<file path="config.mk">
export PLATFORM = sky130hd
export DESIGN_NAME = regfile_wb_arbiter_flat
export DESIGN_NICKNAME = d
export VERILOG_FILES = /design/src/rtl/regfile_wb_arbiter_if.sv /design/src/rtl/regfile_wb_arbiter.sv /design/src/flat_wrapper.sv
export SDC_FILE = /design/constraint.sdc
export NUM_CORES = 1
export LEC_CHECK = 0
export BUFFER_PORTS_ARGS = -buffer_cell sky130_fd_sc_hd__buf_2
export CAP_MARGIN = 30
export CORE_MARGIN = 2
export CORE_UTILIZATION = 43
export DETAILED_ROUTE_END_ITERATION = 7
export SLEW_MARGIN = 20
export SYNTH_ARGS = -nofsm -noshare
export SYNTH_HDL_FRONTEND = slang
export SYNTH_SLANG_ARGS = --single-unit
</file>
<file path="constraint.sdc">
create_clock -name Clk -period 6 [get_ports Clk]
set_clock_uncertainty 0.2 [all_clocks]
set_input_delay 0.3 -clock Clk [delete_from_list [all_inputs] [get_ports Clk]]
set_output_delay 0.3 -clock Clk [all_outputs]
set_load 0.03 [all_outputs]
</file>
<file path="src/rtl/regfile_wb_arbiter_if.sv">
// ----------------------------------------------------------------------------
// regfile_wb_arbiter_if
// Bundles the two producer handshakes (ALU and memory-load), the register-file
// write port and the busy scoreboard of regfile_wb_arbiter.
//
// Signals
//   alu_valid/alu_ready/alu_dr/alu_data  ALU write request channel
//   mem_valid/mem_ready/mem_dr/mem_data  memory-load write request channel
//   LDREG/dr/bus                         registered register-file write port
//   busy                                 one bit per register with a pending write
//
// Modports
//   master : producer / register-file side
//   slave  : the arbiter itself
// ----------------------------------------------------------------------------
interface regfile_wb_arbiter_if #(
    parameter int DATA_W = 16,
    parameter int ADDR_W = 3
);
    logic                       alu_valid;
    logic                       alu_ready;
    logic [ADDR_W-1:0]          alu_dr;
    logic [DATA_W-1:0]          alu_data;

    logic                       mem_valid;
    logic                       mem_ready;
    logic [ADDR_W-1:0]          mem_dr;
    logic [DATA_W-1:0]          mem_data;

    logic                       LDREG;
    logic [ADDR_W-1:0]          dr;
    logic [DATA_W-1:0]          bus;
    logic [(1<<ADDR_W)-1:0]     busy;

    modport master (
        output alu_valid, alu_dr, alu_data,
        output mem_valid, mem_dr, mem_data,
        input  alu_ready, mem_ready,
        input  LDREG, dr, bus, busy
    );

    modport slave (
        input  alu_valid, alu_dr, alu_data,
        input  mem_valid, mem_dr, mem_data,
        output alu_ready, mem_ready,
        output LDREG, dr, bus, busy
    );
endinterface

</file>
<file path="src/rtl/regfile_wb_arbiter.sv">
// ----------------------------------------------------------------------------
// regfile_wb_arbiter
// Write-back arbiter and scoreboard for the LC-3 register file's single write
// port. ALU and memory-load writes are queued in small per-source FIFOs and
// drained one per cycle with round-robin priority through registered
// LDREG/dr/bus outputs. A per-register pending counter drives the busy vector
// so the control FSM can stall on read-after-write hazards.
//
// Ports
//   Clk    in  rising-edge clock
//   Reset  in  asynchronous reset, active low
//   wb     slave modport of regfile_wb_arbiter_if (producer channels,
//          register-file write port, busy vector)
// ----------------------------------------------------------------------------
module regfile_wb_arbiter #(
    parameter int DATA_W     = 16,
    parameter int ADDR_W     = 3,
    parameter int FIFO_DEPTH = 2
) (
    input  logic                  Clk,
    input  logic                  Reset,
    regfile_wb_arbiter_if.slave   wb
);

    localparam int NREG   = 1 << ADDR_W;
    localparam int CNT_W  = $clog2(FIFO_DEPTH + 1);
    localparam int PTR_W  = (FIFO_DEPTH > 1) ? $clog2(FIFO_DEPTH) : 1;
    localparam int PEND_W = $clog2(2*FIFO_DEPTH + 2);
    localparam logic [CNT_W-1:0] DEPTH_C  = CNT_W'(FIFO_DEPTH);
    localparam logic [PTR_W-1:0] LAST_PTR = PTR_W'(FIFO_DEPTH - 1);

    typedef enum logic {SRC_ALU = 1'b0, SRC_MEM = 1'b1} src_e;

    // Index 0 is the ALU source, index 1 the memory-load source.
    logic [ADDR_W-1:0] fifo_dr   [2][FIFO_DEPTH];
    logic [DATA_W-1:0] fifo_data [2][FIFO_DEPTH];
    logic [PTR_W-1:0]  rd_ptr    [2];
    logic [PTR_W-1:0]  wr_ptr    [2];
    logic [CNT_W-1:0]  count     [2];
    logic [ADDR_W-1:0] in_dr     [2];
    logic [DATA_W-1:0] in_data   [2];
    logic [1:0]        ready;
    logic [1:0]        push;
    logic [1:0]        pop;
    logic [1:0]        not_empty;
    logic              pop_any;
    src_e              grant;
    src_e              last_grant;
    logic [ADDR_W-1:0] head_dr;
    logic [DATA_W-1:0] head_data;

    logic [PEND_W-1:0] pending   [NREG];
    logic [PEND_W-1:0] pend_next [NREG];

    function automatic logic [PTR_W-1:0] next_ptr(input logic [PTR_W-1:0] p);
        return (p == LAST_PTR) ? '0 : p + 1'b1;
    endfunction

    // Ready depends only on occupancy, never on valid, so producers see no
    // combinational loop through the arbiter.
    always_comb begin
        in_dr[0]   = wb.alu_dr;
        in_dr[1]   = wb.mem_dr;
        in_data[0] = wb.alu_data;
        in_data[1] = wb.mem_data;
        for (int s = 0; s < 2; s++) begin
            ready[s]     = (count[s] < DEPTH_C);
            not_empty[s] = (count[s] != '0);
        end
        push[0] = wb.alu_valid && ready[0];
        push[1] = wb.mem_valid && ready[1];
    end

    assign wb.alu_ready = ready[0];
    assign wb.mem_ready = ready[1];

    // Round-robin: on a tie the source that was not granted last wins. Only
    // heads present before this edge are considered, so there is no bypass.
    always_comb begin
        pop_any = |not_empty;
        grant   = SRC_ALU;
        if (&not_empty)
            grant = (last_grant == SRC_MEM) ? SRC_ALU : SRC_MEM;
        else if (not_empty[1])
            grant = SRC_MEM;
        pop[0]    = pop_any && (grant == SRC_ALU);
        pop[1]    = pop_any && (grant == SRC_MEM);
        head_dr   = (grant == SRC_MEM) ? fifo_dr[1][rd_ptr[1]]   : fifo_dr[0][rd_ptr[0]];
        head_data = (grant == SRC_MEM) ? fifo_data[1][rd_ptr[1]] : fifo_data[0][rd_ptr[0]];
    end

    // FIFO storage carries no reset; validity is tracked by the counts.
    always_ff @(posedge Clk) begin
        for (int s = 0; s < 2; s++) begin
            if (push[s]) begin
                fifo_dr[s][wr_ptr[s]]   <= in_dr[s];
                fifo_data[s][wr_ptr[s]] <= in_data[s];
            end
        end
    end

    // Pointers and occupancy; a simultaneous push and pop leaves the count alone.
    always_ff @(posedge Clk or negedge Reset) begin
        if (!Reset) begin
            for (int s = 0; s < 2; s++) begin
                rd_ptr[s] <= '0;
                wr_ptr[s] <= '0;
                count[s]  <= '0;
            end
        end else begin
            for (int s = 0; s < 2; s++) begin
                if (push[s]) wr_ptr[s] <= next_ptr(wr_ptr[s]);
                if (pop[s])  rd_ptr[s] <= next_ptr(rd_ptr[s]);
                case ({push[s], pop[s]})
                    2'b10:   count[s] <= count[s] + 1'b1;
                    2'b01:   count[s] <= count[s] - 1'b1;
                    default: ;
                endcase
            end
        end
    end

    // Registered write port plus the round-robin history. Reset leaves
    // last_grant at MEM so the ALU wins the first tie.
    always_ff @(posedge Clk or negedge Reset) begin
        if (!Reset) begin
            wb.LDREG   <= 1'b0;
            wb.dr      <= '0;
            wb.bus     <= '0;
            last_grant <= SRC_MEM;
        end else begin
            wb.LDREG <= pop_any;
            if (pop_any) begin
                wb.dr      <= head_dr;
                wb.bus     <= head_data;
                last_grant <= grant;
            end
        end
    end

    // Pending count per register: up by each accepted request naming it, down
    // by the commit currently presented on the write port.
    always_comb begin
        for (int i = 0; i < NREG; i++) begin
            pend_next[i] = pending[i]
                         + PEND_W'(push[0] && (in_dr[0] == ADDR_W'(i)))
                         + PEND_W'(push[1] && (in_dr[1] == ADDR_W'(i)))
                         - PEND_W'(wb.LDREG && (wb.dr == ADDR_W'(i)));
            wb.busy[i]   = (pending[i] != '0);
        end
    end

    always_ff @(posedge Clk or negedge Reset) begin
        if (!Reset) begin
            for (int i = 0; i < NREG; i++) pending[i] <= '0;
        end else begin
            for (int i = 0; i < NREG; i++) pending[i] <= pend_next[i];
        end
    end

endmodule

</file>
<file path="src/flat_wrapper.sv">
// flat-port wrapper written by rule: the top's interface ports become plain ports
module regfile_wb_arbiter_flat 
#(
    parameter int DATA_W     = 16,
    parameter int ADDR_W     = 3,
    parameter int FIFO_DEPTH = 2
)
  (Clk, Reset, wb_alu_valid, wb_alu_dr, wb_alu_data, wb_mem_valid, wb_mem_dr, wb_mem_data, wb_alu_ready, wb_mem_ready, wb_LDREG, wb_dr, wb_bus, wb_busy);
  regfile_wb_arbiter_if #(.DATA_W(DATA_W), .ADDR_W(ADDR_W)) wb_i ();
  input  logic Clk;
  input  logic Reset;
  input wire logic [$bits(wb_i.alu_valid)-1:0] wb_alu_valid;
  input wire logic [$bits(wb_i.alu_dr)-1:0] wb_alu_dr;
  input wire logic [$bits(wb_i.alu_data)-1:0] wb_alu_data;
  input wire logic [$bits(wb_i.mem_valid)-1:0] wb_mem_valid;
  input wire logic [$bits(wb_i.mem_dr)-1:0] wb_mem_dr;
  input wire logic [$bits(wb_i.mem_data)-1:0] wb_mem_data;
  output wire logic [$bits(wb_i.alu_ready)-1:0] wb_alu_ready;
  output wire logic [$bits(wb_i.mem_ready)-1:0] wb_mem_ready;
  output wire logic [$bits(wb_i.LDREG)-1:0] wb_LDREG;
  output wire logic [$bits(wb_i.dr)-1:0] wb_dr;
  output wire logic [$bits(wb_i.bus)-1:0] wb_bus;
  output wire logic [$bits(wb_i.busy)-1:0] wb_busy;
  assign wb_i.alu_valid = wb_alu_valid;
  assign wb_i.alu_dr = wb_alu_dr;
  assign wb_i.alu_data = wb_alu_data;
  assign wb_i.mem_valid = wb_mem_valid;
  assign wb_i.mem_dr = wb_mem_dr;
  assign wb_i.mem_data = wb_mem_data;
  assign wb_alu_ready = wb_i.alu_ready;
  assign wb_mem_ready = wb_i.mem_ready;
  assign wb_LDREG = wb_i.LDREG;
  assign wb_dr = wb_i.dr;
  assign wb_bus = wb_i.bus;
  assign wb_busy = wb_i.busy;
  regfile_wb_arbiter #(.DATA_W(DATA_W), .ADDR_W(ADDR_W), .FIFO_DEPTH(FIFO_DEPTH)) u_core (.Clk(Clk), .Reset(Reset), .wb(wb_i));
endmodule
</file>
# Word level (Yosys, flattened, before mapping)
# Memories as Yosys holds them, arrays and structs flattened.
# Cells that the tools add are included.
[totals]
ff_bits = 53
mem_bits_rw = 76
n_memories = 2
[mem_list]
columns = ["memory", "depth", "word_bits", "rd", "rd_ports_with_merged_regs", "wr", "line_no", "source"]
rows = [
  ["u_core.fifo_data", 2, 32, 2, 0, 2, "regfile_wb_arbiter.sv:36", "logic [DATA_W-1:0] fifo_data [2][FIFO_DEPTH];"],
  ["u_core.fifo_dr", 2, 6, 2, 0, 2, "regfile_wb_arbiter.sv:35", "logic [ADDR_W-1:0] fifo_dr [2][FIFO_DEPTH];"],
]
[op_classes]
addsub = 32
n_lt_le_gt_ge = 8
eq_ne = 25
mux = 37
n_bitwise = 5
n_reduce_logical = 47
[ops]
columns = ["operator", "count"]
rows = [
  ["16-bit 2-to-1 mux", 9],
  ["32-bit 2-to-1 mux", 2],
  ["3-bit by 1-bit adder with 3-bit output", 16],
  ["3-bit == test (second input constant)", 12],
  ["16-bit demux with 1-bit select", 2],
  ["1-bit logical AND", 30],
  ["3-bit 2-to-1 mux", 9],
  ["3-bit nonzero test", 8],
  ["3-bit by 1-bit subtractor with 3-bit output", 8],
  ["3-bit by 2-bit == test with 1-bit output (second input constant)", 6],
  ["6-bit 2-to-1 mux", 2],
  ["3-bit by 1-bit == test with 1-bit output (second input constant)", 3],
  ["3-bit zero test", 3],
  ["1-bit 2-to-1 mux", 9],
  ["2-bit greater-or-equal comparator (second input constant)", 4],
  ["1-bit NOT with 2-bit output", 4],
  ["2-bit one-hot mux with 2 select lines", 2],
  ["2-bit nonzero test", 4],
  ["3-bit demux with 1-bit select", 2],
  ["1-bit adder (second input constant)", 4],
  ["2-bit by 1-bit adder with 2-bit output (second input constant)", 2],
  ["2-bit by 1-bit == test with 1-bit output (second input constant)", 2],
  ["2-bit == test (second input constant)", 2],
  ["2-bit by 1-bit < comparator with 1-bit output (second input constant)", 2],
  ["5 further kinds", 7],
]

# Longest topological paths before layout
[depth]
depth_word = 7
depth_mapped = 10
depth_no_buf = 10

# Worst setup path before layout
# Ideal clock, no wire load.
[synth_timing]
path_kind = "register -> register"
start = "reg u_core.count[3] in the netlist's numbering"
end = "reg u_core.pending[20] in the netlist's numbering"
arrival_time_ns = 2.128
t_required_ns = 5.720
slack_ns = 3.592
path_stages_with_launch = 11
synth_period_minus_slack_ns = 2.408
cell_sequence = "dfrtp_1 > nor2b_1 > inv_1 > nor2_1 > nand2_1 > ha_1 > fa_1 > inv_1 > fa_1 > xor2_1 > xnor2_1"
[synth_lines]
columns = ["element", "line_no", "source"]
rows = [
  ["start, declared", "regfile_wb_arbiter.sv:39", "logic [CNT_W-1:0] count [2];"],
  ["start signal, assigned by index", "regfile_wb_arbiter.sv:115", "2'b10: count[s] <= count[s] + 1'b1;"],
  ["start signal, assigned by index", "regfile_wb_arbiter.sv:116", "2'b01: count[s] <= count[s] - 1'b1;"],
  ["end, declared", "regfile_wb_arbiter.sv:52", "logic [PEND_W-1:0] pending [NREG];"],
]

==> metrics.cfg <==
[outcome]
status = completed

[route]
drc = 0
drt-total-wl_mm = 11.0
ant_nets = 0
routedWlPerCell_um = 15.7
via_count = 3392
first_pass_iters = 4
viasPerCell = 4.83
drtIter0Drc = 212

[global_routing]
grt-ovfl-total = 0
grt_pass1_vias = 3384
grt_util_all_layers = 0.170
antenna_found_initial = 0
grt_max_degree = 54
grt_pass1_wl_mm = 18.0

[setup_path]
cp_max_fo = 4
end_kind = flip-flop
crit_type = flip-flop to flip-flop
reg2reg_depth = 10
cp.arrival_ns = 2.83
critical_path_required_ns = 6.12
start_kind = flip-flop

[cells_and_area]
area_delta_synth_final_pct = 28.2
nets = 585
drive_gt1_frac = 0.226
instances_no_fill = 702
fin_util = 0.566
diodes = 0

[clock_network]
htreeDepth = 4
numCtsBuffers = 17
cts-root-buf = clkbuf_16
cts_tree = yes
clock-sinks = 129
clkTransAtPathRegs_ns = 0.05
clk_path_buf_depth = 2
insertion_delay_ns = 0.41
ctsResizeCount = 0

[sta]
finalSetupViolations = 0
hold_viol = 0
slew_headroom = 0.420
timing.fmax_mhz = 369
finalCriticalPeriod_ns = 2.71
fin_setup_tns_ns = 0
worstMarginPinSlew_ns = 0.870
grt_setup_unrepaired = false
drv_slew = 0
fin_crit_sh = 0.452

[placement]
dp_hpwl_mm = 7.58
place_inst = 630
gp_congestion = 0.766
port_buffers = 71

[flow_run]
cap_violations = 0

[yosys]
post-synth-top-area-cell = edfxtp_1
ys_ff_latch = 129
postSynthCellCount = 395
syn-num-nets = 463
synth_ff_type = edfxtp_1
syn_area_per_cell_um2 = 14.2
ys_async_sr_fraction = 0.411
ys_types = 29
syn-cell-area_um2 = 5590
synth_top_area_frac = 0.408
synth_edf_count = 76
ys_seq_area_frac = 0.646
yosys_warnings = 0
yosys-top-cells-area = edfxtp_1 (41%), dfrtp_1 (23%), mux2i_1 (6.8%), fa_1 (5.7%), inv_1 (2.9%)

[power]
powerDensity_nw_per_um2 = 555
p_leak_nw = 3.02
vdd_drop_max_mv = 0.203
total_power_mw = 3.98

[min_path]
hp-class = input port to flip-flop
holdPathStages = 4

[floorplan]
io-pin-count = 72
die_area_um2 = 13900
core_area_um2 = 12700
initial_core_util = 0.441
fp.dieW_um = 118
die_height_um = 118
core.rowCount = 41

-- flip-flops by register name (all words and copies together) (netlist names) --
register,count
u_core.count,4
u_core.wb.dr,3
u_core.wr_ptr,2
u_core.wb.LDREG,1
u_core.fifo_dr,12
u_core.wb.bus,16
u_core.last_grant,1
u_core.fifo_data,64
u_core.rd_ptr,2
u_core.pending,24
-- routing by layer --
layer | global-route usage | vias up | share of wire | routed length (µm)
met3 | 0.0402 | 9 | 0.032 | 349
met2 | 0.249 | 66 | 0.46 | 5130
li1 | - | 1633 | - | -
met4 | 0.0655 | 0 | 0.0087 | 96
met1 | 0.245 | 1684 | 0.49 | 5460
met5 | 0 | - | 0 | 0
-- power breakdown --
| part | internal [mW] | switching (mW) | leakage [nW] | total (mW) |
|---|---|---|---|---|
| Clock | 0.623 | 0.373 | 0.269 | 0.996 |
| Combinational | 0.656 | 0.878 | 1.45 | 1.53 |
| Sequential | 1.26 | 0.186 | 1.31 | 1.45 |
-- worst max-delay path: stages (launching register included) --
cell and delay, ns:
dfrtp_1 0.40, nor2b_1 0.23, inv_1 0.14, nor2_1 0.26, nand2_1 0.10, ha_1 0.31
fa_1 0.42, inv_1 0.08, fa_1 0.18, xor2_1 0.17, xnor2_1 0.14
-- synth_stat cells (all sizes together), types with 10 or more instances --
| cell type | count |
|---|---|
| nand2 | 31 |
| fa | 16 |
| edfxtp | 76 |
| nor2 | 14 |
| o221a | 19 |
| mux2i | 38 |
| inv | 43 |
| nand3 | 23 |
| ha | 10 |
| xnor2 | 17 |
| dfrtp | 52 |
-- placed cells by master, fill, tap and decap left out, types with 10 or more instances in the layout --
cell type,synthesis,final
o221a_1,10,10
dfrtp_1,52,52
xnor2_1,17,17
fa_1,16,16
inv_1,43,43
nor2_1,14,14
edfxtp_1,76,76
nand2_1,31,31
mux2i_1,38,38
dlygate4sd3_1,0,39
nand3_1,23,23
buf_2,2,71
clkbuf_16,0,17
ha_1,10,10
-- kinds of logic (layout without fill, tap and decap cells) --
| kind of cell | after synthesis | count (layout) | synth area share |
|---|---|---|---|
| compound gates | 22 | 22 | 0.0419 |
| xor+xnor | 26 | 26 | 0.0407 |
| fa+ha+maj | 26 | 26 | 0.0797 |
| buf+inv | 58 | 193 | 0.0421 |
| flops | 129 | 129 | 0.646 |
| mux | 38 | 38 | 0.0680 |
| simple gates | 96 | 96 | 0.0819 |
-- final cells by class --
type	count	area (µm²)
Fill cell	1062	5510
Sequential cell	129	3610
Multi-Input combinational cell	208	1750
Timing Repair Buffer	118	853
Clock buffer	20	447
Tap cell	172	215
Inverter	43	161
Clock inverter	12	134
-- per-stage QoR --
stage          worst slack [ns]  hold WS, ns  instance area [µm²]
2_1_floorplan              3.59       -0.196                 5590
3_3_place_gp               3.36        0.258                 6120
3_5_place_dp               3.30        0.264                 6180
4_1_cts                    3.28        0.190                 7150
5_1_grt                    3.11        0.231                 7170
6_report                   3.29        0.211                 7170
-- final timing paths --
check	startpoint	to	slack, ns
setup / recovery	u_core.count[3]$_DFFE_PN0P_	u_core.pending[23]$_DFF_PN0_	3.29
hold / removal	wb_mem_valid	u_core.wr_ptr[0]$_DFFE_PN0N_	0.21
setup reg to reg	u_core.count[3]$_DFFE_PN0P_	u_core.pending[23]$_DFF_PN0_	3.29
hold reg to reg	u_core.pending[20]$_DFF_PN0_	u_core.pending[20]$_DFF_PN0_	0.27
max in group asynchronous	Reset	u_core.wb.bus[8]$_DFFE_PN0N_	4.74
min in group asynchronous	Reset	u_core.pending[17]$_DFF_PN0_	0.37
-- repair_timing --
| action | CTS | global route |
|---|---|---|
| buffers inserted | 0 | 0 |
| hold buffers | 39 | 0 |
| hold endpoints to repair | 128 | 0 |
Power figures use the tool's default switching activity.
